### src/rtl/mul_arb_pkg.sv
// Shared types for the two-requester multiplier arbiter: operand/product widths
// and the tag that follows each product through the multiplier latency.
package mul_arb_pkg;

    typedef logic [31:0] operand_t;
    typedef logic [63:0] product_t;

    typedef struct packed {
        logic valid;
        logic id;
    } mul_tag_t;

    localparam int NUM_REQ = 2;

endpackage

### src/rtl/mul_resp_fifo.sv
// Per-requester response FIFO: circular buffer with an occupancy count that the
// arbiter reads back as part of its credit check.
module mul_resp_fifo
    import mul_arb_pkg::*;
#(
    parameter int DEPTH = 2,
    parameter int CW    = $clog2(DEPTH + 1)
) (
    input  logic          clk,
    input  logic          reset,
    input  logic          push,
    input  product_t      push_data,
    input  logic          pop,
    output logic          valid,
    output product_t      head,
    output logic [CW-1:0] count
);

    localparam int PW = (DEPTH > 1) ? $clog2(DEPTH) : 1;

    product_t      mem [DEPTH];
    logic [PW-1:0] rd_ptr;
    logic [PW-1:0] wr_ptr;
    logic          do_pop;

    function automatic logic [PW-1:0] next_ptr(input logic [PW-1:0] p);
        return (p == PW'(DEPTH - 1)) ? '0 : p + PW'(1);
    endfunction

    assign valid  = (count != '0);
    assign head   = valid ? mem[rd_ptr] : '0;
    assign do_pop = pop && valid;

    always_ff @(posedge clk) begin
        if (push) begin
            mem[wr_ptr] <= push_data;
        end
    end

    // Push and pop in the same cycle leave the count untouched, even when full:
    // the head is read combinationally before the slot is rewritten.
    always_ff @(posedge clk) begin
        if (reset) begin
            rd_ptr <= '0;
            wr_ptr <= '0;
            count  <= '0;
        end else begin
            if (push) begin
                wr_ptr <= next_ptr(wr_ptr);
            end
            if (do_pop) begin
                rd_ptr <= next_ptr(rd_ptr);
            end
            case ({push, do_pop})
                2'b10:   count <= count + CW'(1);
                2'b01:   count <= count - CW'(1);
                default: count <= count;
            endcase
        end
    end

endmodule

### src/rtl/multiplier_arbiter.sv
// Round-robin sharing of one 32x32->64 unsigned multiplier between two requesters,
// with credit-limited issue, a tag pipeline matching the multiplier latency, and per-requester response FIFOs.
module multiplier_arbiter
    import mul_arb_pkg::*;
#(
    parameter int MUL_LATENCY = 0,
    parameter int RESP_DEPTH  = 2
) (
    input  logic     clk,
    input  logic     reset,
    input  logic     req0_valid,
    output logic     req0_ready,
    input  operand_t req0_a,
    input  operand_t req0_b,
    input  logic     req1_valid,
    output logic     req1_ready,
    input  operand_t req1_a,
    input  operand_t req1_b,
    output logic     resp0_valid,
    input  logic     resp0_ready,
    output product_t resp0_r,
    output logic     resp1_valid,
    input  logic     resp1_ready,
    output product_t resp1_r,
    output operand_t mul_a,
    output operand_t mul_b,
    input  product_t mul_r
);

    localparam int CW = $clog2(RESP_DEPTH + 1);
    localparam int OW = 5;

    // Handshake: a transfer happens on any cycle where valid && ready are both high;
    // the source holds its payload stable while valid && !ready, and ready never waits on a later cycle.
    logic [NUM_REQ-1:0] req_valid;
    logic [NUM_REQ-1:0] resp_ready;
    logic [NUM_REQ-1:0] eligible;
    logic [NUM_REQ-1:0] grant;
    logic [NUM_REQ-1:0] fifo_valid;
    logic [NUM_REQ-1:0] fifo_push;
    product_t           fifo_head  [NUM_REQ];
    logic [CW-1:0]      fifo_count [NUM_REQ];
    logic [2:0]         inflight   [NUM_REQ];
    logic               last_grant;
    mul_tag_t           issue_tag;
    mul_tag_t           cap_tag;

    assign req_valid  = {req1_valid, req0_valid};
    assign resp_ready = {resp1_ready, resp0_ready};

    always_comb begin
        eligible = '0;
        grant    = '0;
        for (int i = 0; i < NUM_REQ; i++) begin
            eligible[i] = req_valid[i]
                && ((OW'(inflight[i]) + OW'(fifo_count[i])) < OW'(RESP_DEPTH));
        end
        if (!reset) begin
            if (&eligible) begin
                grant = last_grant ? 2'b01 : 2'b10;
            end else begin
                grant = eligible;
            end
        end
    end

    assign req0_ready = grant[0];
    assign req1_ready = grant[1];

    always_comb begin
        mul_a = '0;
        mul_b = '0;
        if (grant[0]) begin
            mul_a = req0_a;
            mul_b = req0_b;
        end else if (grant[1]) begin
            mul_a = req1_a;
            mul_b = req1_b;
        end
    end

    assign issue_tag.valid = |grant;
    assign issue_tag.id    = grant[1];

    always_ff @(posedge clk) begin
        if (reset) begin
            last_grant <= 1'b1;
        end else if (|grant) begin
            last_grant <= grant[1];
        end
    end

    generate
        if (MUL_LATENCY == 0) begin : g_comb
            assign cap_tag     = issue_tag;
            assign inflight[0] = '0;
            assign inflight[1] = '0;
        end else begin : g_pipe
            mul_tag_t pipe [MUL_LATENCY];

            always_ff @(posedge clk) begin
                if (reset) begin
                    for (int i = 0; i < MUL_LATENCY; i++) begin
                        pipe[i] <= '0;
                    end
                end else begin
                    pipe[0] <= issue_tag;
                    for (int i = 1; i < MUL_LATENCY; i++) begin
                        pipe[i] <= pipe[i-1];
                    end
                end
            end

            assign cap_tag = pipe[MUL_LATENCY-1];

            // A tag still counts as in flight on the cycle it emerges; it moves
            // into the FIFO count at the same edge, so credit never double-counts.
            always_comb begin
                inflight[0] = '0;
                inflight[1] = '0;
                for (int i = 0; i < MUL_LATENCY; i++) begin
                    if (pipe[i].valid) begin
                        inflight[pipe[i].id] = inflight[pipe[i].id] + 3'd1;
                    end
                end
            end
        end
    endgenerate

    for (genvar g = 0; g < NUM_REQ; g++) begin : g_fifo
        assign fifo_push[g] = cap_tag.valid && (cap_tag.id == 1'(g));

        mul_resp_fifo #(
            .DEPTH (RESP_DEPTH),
            .CW    (CW)
        ) u_fifo (
            .clk       (clk),
            .reset     (reset),
            .push      (fifo_push[g]),
            .push_data (mul_r),
            .pop       (resp_ready[g] && !reset),
            .valid     (fifo_valid[g]),
            .head      (fifo_head[g]),
            .count     (fifo_count[g])
        );
    end

    assign resp0_valid = fifo_valid[0] && !reset;
    assign resp1_valid = fifo_valid[1] && !reset;
    assign resp0_r     = reset ? '0 : fifo_head[0];
    assign resp1_r     = reset ? '0 : fifo_head[1];

endmodule

### config.mk
export PLATFORM = sky130hd
export DESIGN_NAME = multiplier_arbiter
export DESIGN_NICKNAME = d
export VERILOG_FILES = /design/src/rtl/mul_arb_pkg.sv /design/src/rtl/mul_resp_fifo.sv /design/src/rtl/multiplier_arbiter.sv
export SDC_FILE = /design/constraint.sdc
export NUM_CORES = 1
export LEC_CHECK = 0
export ABC_AREA = 1
export CAP_MARGIN = 5
export CORE_MARGIN = 4
export CORE_UTILIZATION = 40
export CTS_CLUSTER_DIAMETER = 50
export DETAILED_ROUTE_END_ITERATION = 8
export GPL_TIMING_DRIVEN = 0
export PLACE_DENSITY = 0.73
export SLEW_MARGIN = 5
export SYNTH_ARGS = -nofsm -noshare
export SYNTH_HDL_FRONTEND = slang
export SYNTH_HIERARCHICAL = 1
export SYNTH_SLANG_ARGS = --single-unit
### constraint.sdc
create_clock -name clk -period 4.8 [get_ports clk]
set_clock_uncertainty 0.15 [all_clocks]
set_input_delay 0.96 -clock clk [delete_from_list [all_inputs] [get_ports clk]]
set_output_delay 0.96 -clock clk [all_outputs]
set_load 0.05 [all_outputs]
### After elaboration in Yosys (flattened, before gate mapping)

Memory sizes are Yosys's and may differ from the RTL's. A register that Yosys moved wholly into a read port is not among the register bits.
Cells that the tools add are included.
W data, S select, Z words.

* memories: 2
* input port bits: 198
* bits in writable memories: 256
* register bits after elaboration: 9
* output and inout port bits: 196

Memories
* g_fifo[0].u_fifo.mem: depth 2, width 64, rd ports 1, clocked after memory_dff 1, write ports 1, line mul_resp_fifo.sv:21 `product_t mem [DEPTH];`
* g_fifo[1].u_fifo.mem: depth 2, width 64, rd ports 1, clocked after memory_dff 1, write ports 1, line mul_resp_fifo.sv:21

* add/sub/neg operators: 8
* mux-type cells: 25
* reductions and logical operators: 17
* order comparisons: 2
* bitwise operators: 1
* eq/ne operators: 4

Operators with widths (count)
* $mux W64: 4
* $mux W32: 4
* $mux W1: 12
* $logic_and A1 B1 Y1: 10
* $pmux W2 S2: 2
* $reduce_bool A2 Y1: 4
* $mux W2: 3
* $add A1 B1 Y1 const B: 4
* $add A2 B1 Y2 const B: 2
* $eq A2 B1 Y1 const B: 2
* $eq A2 B2 Y1 const B: 2
* $lt A2 B2 Y1 const B: 2
* $sub A2 B1 Y2 const B: 2
* $reduce_and A2 Y1: 1
* $reduce_or A2 Y1: 1
* $logic_not A1 Y1: 1
* $not A1 Y1: 1

### Longest topological paths before layout

Gate-level depths: netlist of run 1.

* word-level depth: 9
* mapped depth: 12

### Hierarchy

Netlist of run 1, hierarchy kept.

Modules (own cells, without submodules)
* mul_resp_fifo: area each 5252.5 sq um, cells each 377, times used 2
* multiplier_arbiter: area each 2491.1 sq um, cells each 517, times used 1

### Worst setup path after synthesis of run 1

Ideal clock, no wire load.

* path kind: input-to-reg
* start point: input reset
* end point: memory g_fifo[1].u_fifo/mem[0][0] (netlist name), enable pin
* arrival time: 4.283 ns
* cell stages on the path: 6
* path slack: -0.120 ns
* required time: 4.163 ns
* path buffers: 2
* path through: buf_6 nor2_4 buf_6 and2_1 inv_1 nor2_1

* longest elaborated chain between the ends: 5

Ends and longest elaborated chain
* from (decl): line multiplier_arbiter.sv:10 `input logic reset,`
* $mux W2 *: line multiplier_arbiter.sv:58 `if (!reset) begin`
* $reduce_or A2 Y1: line multiplier_arbiter.sv:82 `assign issue_tag.valid = |grant;`
* $logic_and A1 B1 Y1 *: line multiplier_arbiter.sv:131 `assign fifo_push[g] = cap_tag.valid && (cap_tag.id == 1'(g));`
* named net fifo_push[1]: line multiplier_arbiter.sv:40 `logic [NUM_REQ-1:0] fifo_push;`
* $mux W1 *: line mul_resp_fifo.sv:35 `if (push) begin`
* $mux W1 (not written as such) *: line mul_resp_fifo.sv:36 `mem[wr_ptr] <= push_data;`
* to (decl): line mul_resp_fifo.sv:21

Mark *: on every way through the listed nets, which the timed path passes. The rest lies on a longest branch.

### Worst setup path in the final report of run 1

* start point: input reset
* end point: output resp1_r[41]

* longest elaborated chain between the ends: 1

Ends and longest elaborated chain
* $mux W64: line multiplier_arbiter.sv:151 `assign resp1_r = reset ? '0 : fifo_head[1];`
* to (decl): line multiplier_arbiter.sv:24 `output product_t resp1_r,`

No other way between the ends.

==> results of run 1 <==
-- flip-flops by register name (all words and copies together), names as in the netlist, named ones only --
name                  count
last_grant                1
g_fifo.u_fifo/wr_ptr      2
g_fifo.u_fifo/mem       256
g_fifo.u_fifo/count       4
g_fifo.u_fifo/rd_ptr      2
-- synthesized netlist by cell type, types with 3 or more instances --
| master | instances | share of area [%] |
|---|---|---|
| nor2_1 | 154 | 4.4 |
| a21oi_1 | 32 | 1.2 |
| buf_4 | 13 | 0.75 |
| nand2_1 | 338 | 9.8 |
| nand3_2 | 42 | 3.2 |
| buf_12 | 4 | 0.62 |
| inv_1 | 150 | 4.3 |
| nand3_1 | 88 | 3.4 |
| buf_6 | 12 | 1.0 |
| clkbuf_1 | 8 | 0.23 |
| buf_8 | 8 | 0.92 |
| a21oi_2 | 98 | 6.6 |
| buf_2 | 37 | 1.4 |
| edfxtp_1 | 256 | 59 |
| nor2_4 | 3 | 0.26 |
| dfxtp_1 | 11 | 1.7 |
| inv_2 | 4 | 0.12 |
-- area by class of cell --
class	instances	share of cell area [%]
tap	435	2.95
buffer	82	3.51
timing repair buffer	400	22.2
antenna	10	0.136
clock inverter	12	0.319
multi-input combinational	768	21.0
inverter	154	3.16
sequential	267	42.8
clock buffer	36	3.84
-- per-layer routing --
layer | global-route usage, % | vias to the layer above
li1 | - | 5016
met3 | 5.58 | 70
met2 | 43.2 | 425
met5 | 0 | -
met1 | 24.6 | 4983
met4 | 9.49 | 4
-- power groups by stage --
stage | clock (mW) | sequential [mW] | combinational, mW
final | 1.86 | 2.67 | 1.44
after global routing | 1.99 | 2.67 | 1.52
after CTS | 1.89 | 2.67 | 1.45
after detailed placement | 0 | 2.72 | 1.44
after global placement | 0 | 2.72 | 1.41
after floorplan | 0 | 2.72 | 0.854
-- critical path, stage by stage --
cell,delay (ns)
clkdlybuf4s50_1,0.59
buf_6,0.25
buf_2,0.41
buf_2,0.32
nor2_1,0.08
clkdlybuf4s50_1,0.76
-- worst paths after layout --
path	startpoint	to	cells after the start
worst max register to register	g_fifo[1].u_fifo/count[1]$_SDFFE_PP0P_	g_fifo[0].u_fifo/mem[0][43]$_DFFE_PP_	8
worst min-delay path	g_fifo[1].u_fifo/rd_ptr$_SDFFE_PP0P_	g_fifo[1].u_fifo/rd_ptr$_SDFFE_PP0P_	2
worst min register to register	g_fifo[1].u_fifo/rd_ptr$_SDFFE_PP0P_	g_fifo[1].u_fifo/rd_ptr$_SDFFE_PP0P_	2
worst max-delay path	reset	resp1_r[41]	6
-- kinds of logic after synthesis --
kind of cell	after synthesis
fa+ha+maj	2
compound gates	132
buf+inv	236
flops	267
simple gates	634
==> summary.txt, run 1 <==
Status
  • Outcome: finished clean

Critical path
  • Crit path arrival time: 3.40 ns
  • Crit path capture type: output pin
  • WP data required: 3.69 ns
  • Largest fanout on the critical path: 10
  • Kind of critical path: input port to output pin
  • Crit start category: input port
  • R2R Setup Slk: 2.22 ns

Detailed routing
  • Via count: 10.5k
  • Uppermost layer routed: met5
  • Wl on met1: 15100 µm
  • Vias per std cell: 4.85
  • Routed Antenna Nets: 0
  • Detailed Route WL: 42600 µm
  • Starting DRT DRC Count: 662
  • Routed wl met3: 3310 µm
  • WL per Instance: 19.7 µm
  • Remaining DRCs: 0
  • Pre-antenna DRT Iters: 5
  • Met2 Wirelength: 22700 µm

Power and ir drop
  • Reg power frac: 44.8%
  • Pleak: 6.68 nW
  • Combinational power share: 24.1%
  • Power Dens Cells: 323 nW/µm²
  • Clk pwr share: 31.1%
  • VDD IR max: 0.320 mV
  • Power Total: 5.96 mW
  • Internal cell power: 4.19 mW
  • Net Switching: 1.77 mW
  • Sw Share: 29.6%

Floorplan
  • Die Height: 188 µm
  • Die W: 188 µm
  • Die Footprint: 35400 µm²
  • Core Region: 31800 µm²
  • Row cnt: 65
  • IO Count: 394
  • Initial core utilization: 40.9%

Synthesis
  • Post-synthesis adder-cell area fraction: 0.193%
  • Post-Synth Simple-Gate Area: 21.6%
  • EDFF count, synth: 256
  • Synth Area in Compound Gates: 7.91%
  • Unique masters post-synth: 24
  • Largest family of logic cells by synthesized area: simple AND/OR/NAND/NOR gates
  • Mapped Cells: 1271
  • Ys Warns: 6
  • Async SR Flop Fraction: 0%
  • Area of the mapped netlist: 13000 µm²
  • Syn Area/Cell: 10.2 µm²
  • Synth Flop Type: edfxtp_1
  • Yosys reg bits: 267
  • Multiplexer area fraction after synthesis: 0%
  • Synth Area in XOR/XNOR: 0%
  • Post-synth net total: 1471
  • Post-synthesis sequential area ratio: 60.8%

STA
  • Fin crit share: 93.9%
  • Setup tns final: 0 ns
  • Final Slew Violations: 0
  • RSZ-0062 raised after global routing: false
  • Rel. slew slack: 43.9%
  • Final hold violations: 0
  • Slew at the pin with the worst max-slew slack: 0.839 ns
  • Setup violators final: 0
  • Setup ws final: 0.292 ns
  • Fin Hold WS: 0.353 ns
  • Minimum clock period after layout: 4.51 ns
  • Fmax: 222 MHz

Place
  • Post-DP HPWL: 31700 µm
  • DP Worst Slack: 0.276 ns
  • Dpl cell area: 17700 µm²
  • IO buf count: 393
  • Placed cell count: 2106
  • GPL Wtd Cong: 0.939

Global route
  • Antenna violations before repair: 12
  • Pin count of the biggest net entering global routing: 47
  • All-Layer GR Usage: 23.0%
  • First-pass GRT wire length: 63200 µm
  • Vias in the first global route: 10.9k
  • Remaining Overflow, GRT: 0

Final layout
  • Syn-to-layout area delta: 42.0%
  • Fin util: 58.0%
  • Reg area: 7910 µm²
  • Most frequent cells in the layout: clkdlybuf4s50_1, nand2_1, edfxtp_1
  • Final std cells w/o fill: 2164
  • Layout cells sized above 1: 15.5%
  • Final nets: 1900
  • Area occupied by multi-input gates: 3880 µm²
  • Fillers: 2632
  • Post-Layout Inst Area: 18500 µm²
  • Most common cell after layout, fill and taps aside: clkdlybuf4s50_1

Clock tree
  • CTS tree: done
  • Number of post-CTS setup repair buffers: 0
  • Clock Latency Late Sink: 0.53 ns
  • Resize count post-CTS: 0
  • H-Tree Depth: 1
  • Clk sinks: 267
  • CTS Root Cell: clkbuf_16
  • TritonCTS Buffers: 27
  • CTS Hold Bufs: 0
  • Buffer depth of the longest clock path: 3
  • Clk slew on worst S/H paths: 0.06 ns

Flow run
  • Max-cap violations: 0

Min path
  • Hold crit path type: flip-flop to flip-flop
No activity file was read; power rests on OpenSTA's default activity.
==> run 2, diff against run 1 <==
- CORE_UTILIZATION: 40 -> 43
- PLACE_DENSITY: 0.73 -> 0.75
==> summary.txt, run 2 (same netlist as run 1, synthesis figures left out) <==
Floorplan
  • Row cnt: 63
  • IO Count: 394
  • Die W: 182 µm
  • Core Region: 29700 µm²
  • Die Footprint: 33100 µm²
  • Initial core utilization: 43.7%
  • Die Height: 182 µm

Detailed routing
  • Detailed Route WL: 42300 µm
  • Pre-antenna DRT Iters: 5
  • Vias per std cell: 4.97
  • Routed Antenna Nets: 0
  • Remaining DRCs: 0
  • Via count: 10.5k
  • WL per Instance: 20.0 µm
  • Starting DRT DRC Count: 574

Clock tree
  • Clk sinks: 267
  • H-Tree Depth: 1
  • Resize count post-CTS: 0
  • CTS Root Cell: clkbuf_16
  • CTS Hold Bufs: 0
  • TritonCTS Buffers: 27
  • Number of post-CTS setup repair buffers: 0
  • Clock Latency Late Sink: 0.52 ns
  • Clk slew on worst S/H paths: 0.06 ns
  • Buffer depth of the longest clock path: 3
  • CTS tree: done

STA
  • Rel. slew slack: 51.6%
  • Final Slew Violations: 0
  • Fin Hold WS: 0.348 ns
  • Final hold violations: 0
  • Minimum clock period after layout: 4.38 ns
  • Fin crit share: 91.3%
  • Slew at the pin with the worst max-slew slack: 0.724 ns
  • Fmax: 228 MHz
  • RSZ-0062 raised after global routing: false
  • Setup ws final: 0.416 ns
  • Setup violators final: 0

Power and ir drop
  • Net Switching: 1.78 mW
  • Pleak: 6.68 nW
  • Internal cell power: 4.30 mW
  • Sw Share: 29.3%
  • Reg power frac: 43.9%
  • VDD IR max: 0.336 mV
  • Combinational power share: 23.4%
  • Clk pwr share: 32.7%
  • Power Total: 6.08 mW
  • Power Dens Cells: 330 nW/µm²

Flow run
  • Max-cap violations: 0

Critical path
  • CP max stage cell: clkdlybuf4s50_1
  • CP Cell Sequence: clkdlybuf4s50_1 > buf_6 > nor2_4 > buf_6 > buf_12 > nand3_2 > nand2_1 > clkdlybuf4s50_1
  • Kind of critical path: input port to output pin
  • Critical path buffers and inverters: 5
  • Largest fanout on the critical path: 10
  • R2R Setup Slk: 2.23 ns
  • WP data required: 3.69 ns
  • Crit path arrival time: 3.27 ns
  • Crit path capture type: output pin
  • Crit start category: input port
  • Worst stage delay on the critical path: 0.90 ns
  • Kind of cell adding the most delay to the critical path: buffers and inverters

Final layout
  • Layout cells sized above 1: 15.7%
  • Largest register FFs: 256
  • Fillers: 2431
  • Largest Register: g_fifo.u_fifo/mem
  • Biggest regs: g_fifo.u_fifo/mem x256, g_fifo.u_fifo/count x4
  • Most common cell after layout, fill and taps aside: clkdlybuf4s50_1
  • Most frequent cells in the layout: clkdlybuf4s50_1, nand2_1, edfxtp_1
  • Fin util: 61.9%
  • Final std cells w/o fill: 2113
  • Syn-to-layout area delta: 41.6%
  • Final nets: 1899

Global route
  • First-pass GRT wire length: 62400 µm
  • Vias in the first global route: 10.8k
  • All-Layer GR Usage: 24.4%
  • Remaining Overflow, GRT: 0
  • Antenna violations before repair: 7
  • Pin count of the biggest net entering global routing: 43

Place
  • DP Worst Slack: 0.346 ns
  • Placed cell count: 2060
  • Post-DP HPWL: 31300 µm
  • IO buf count: 393
  • GPL Wtd Cong: 0.955

Min path
  • Hold crit path type: flip-flop to flip-flop

Status
  • Outcome: finished clean
==> run 2: cell count changes in the layout (fill, tap and decap cells not counted) <==
cell        change
clkbuf_1        -1
bufinv_16       +2
clkinv_1        -3
clkinv_4        +1
diode_2         -5
buf_12          +2
buf_16          -3
clkinvlp_4      +1
==> run 2: per-stage QoR <==
stage / area (µm²) / TNS, ns
after global routing: 18400 / 0
final: 18400 / 0
after detailed placement: 17600 / 0
after floorplan: 13000 / 0
after CTS: 18400 / 0
after global placement: 17400 / -185.57
==> run 2: tightest hold or removal path: cells and delay by family, from the launching register on <==
family	cells	cell delay [ns]
DFF	1	0.32
and+or+nand+nor	2	0.14
==> run 2: per-layer routing <==
metal | routed length [µm] | vias to the layer above | GRT usage (%)
met5 | 34 | - | 0
met4 | 1290 | 4 | 8.20
met3 | 3030 | 64 | 5.25
met2 | 22100 | 396 | 45.5
met1 | 15800 | 5018 | 27.5
li1 | - | 5014 | -
==> run 2: path summary, 6_finish.rpt <==
| check | start | to | depth (start not counted) |
|---|---|---|---|
| max | reset | mul_a[9] | 8 |
| min | g_fifo[0].u_fifo/rd_ptr$_SDFFE_PP0P_ | g_fifo[0].u_fifo/rd_ptr$_SDFFE_PP0P_ | 2 |
| max reg2reg | g_fifo[1].u_fifo/count[1]$_SDFFE_PP0P_ | g_fifo[0].u_fifo/mem[0][59]$_DFFE_PP_ | 8 |
| min reg2reg | g_fifo[0].u_fifo/rd_ptr$_SDFFE_PP0P_ | g_fifo[0].u_fifo/rd_ptr$_SDFFE_PP0P_ | 2 |
==> run 2: layout make-up <==
| class | count | area (µm²) | share of cell area, % |
|---|---|---|---|
| clock buffer | 35 | 706 | 3.83 |
| inverter | 154 | 583 | 3.17 |
| antenna | 5 | 12.5 | 0.0680 |
| multi-input combinational | 768 | 3880 | 21.1 |
| buffer | 82 | 648 | 3.52 |
| sequential | 267 | 7910 | 43.0 |
| clock inverter | 13 | 124 | 0.673 |
| timing repair buffer | 399 | 4060 | 22.1 |
| tap | 390 | 488 | 2.65 |
==> run 2: power by group through the flow <==
stage / registers, mW / clock network (mW) / logic [mW]
after detailed placement: 2.72 / 0 / 1.43
after CTS: 2.67 / 2.02 / 1.44
final: 2.67 / 1.99 / 1.43
after global placement: 2.72 / 0 / 1.40
after floorplan: 2.72 / 0 / 0.854
after global routing: 2.67 / 2.11 / 1.52
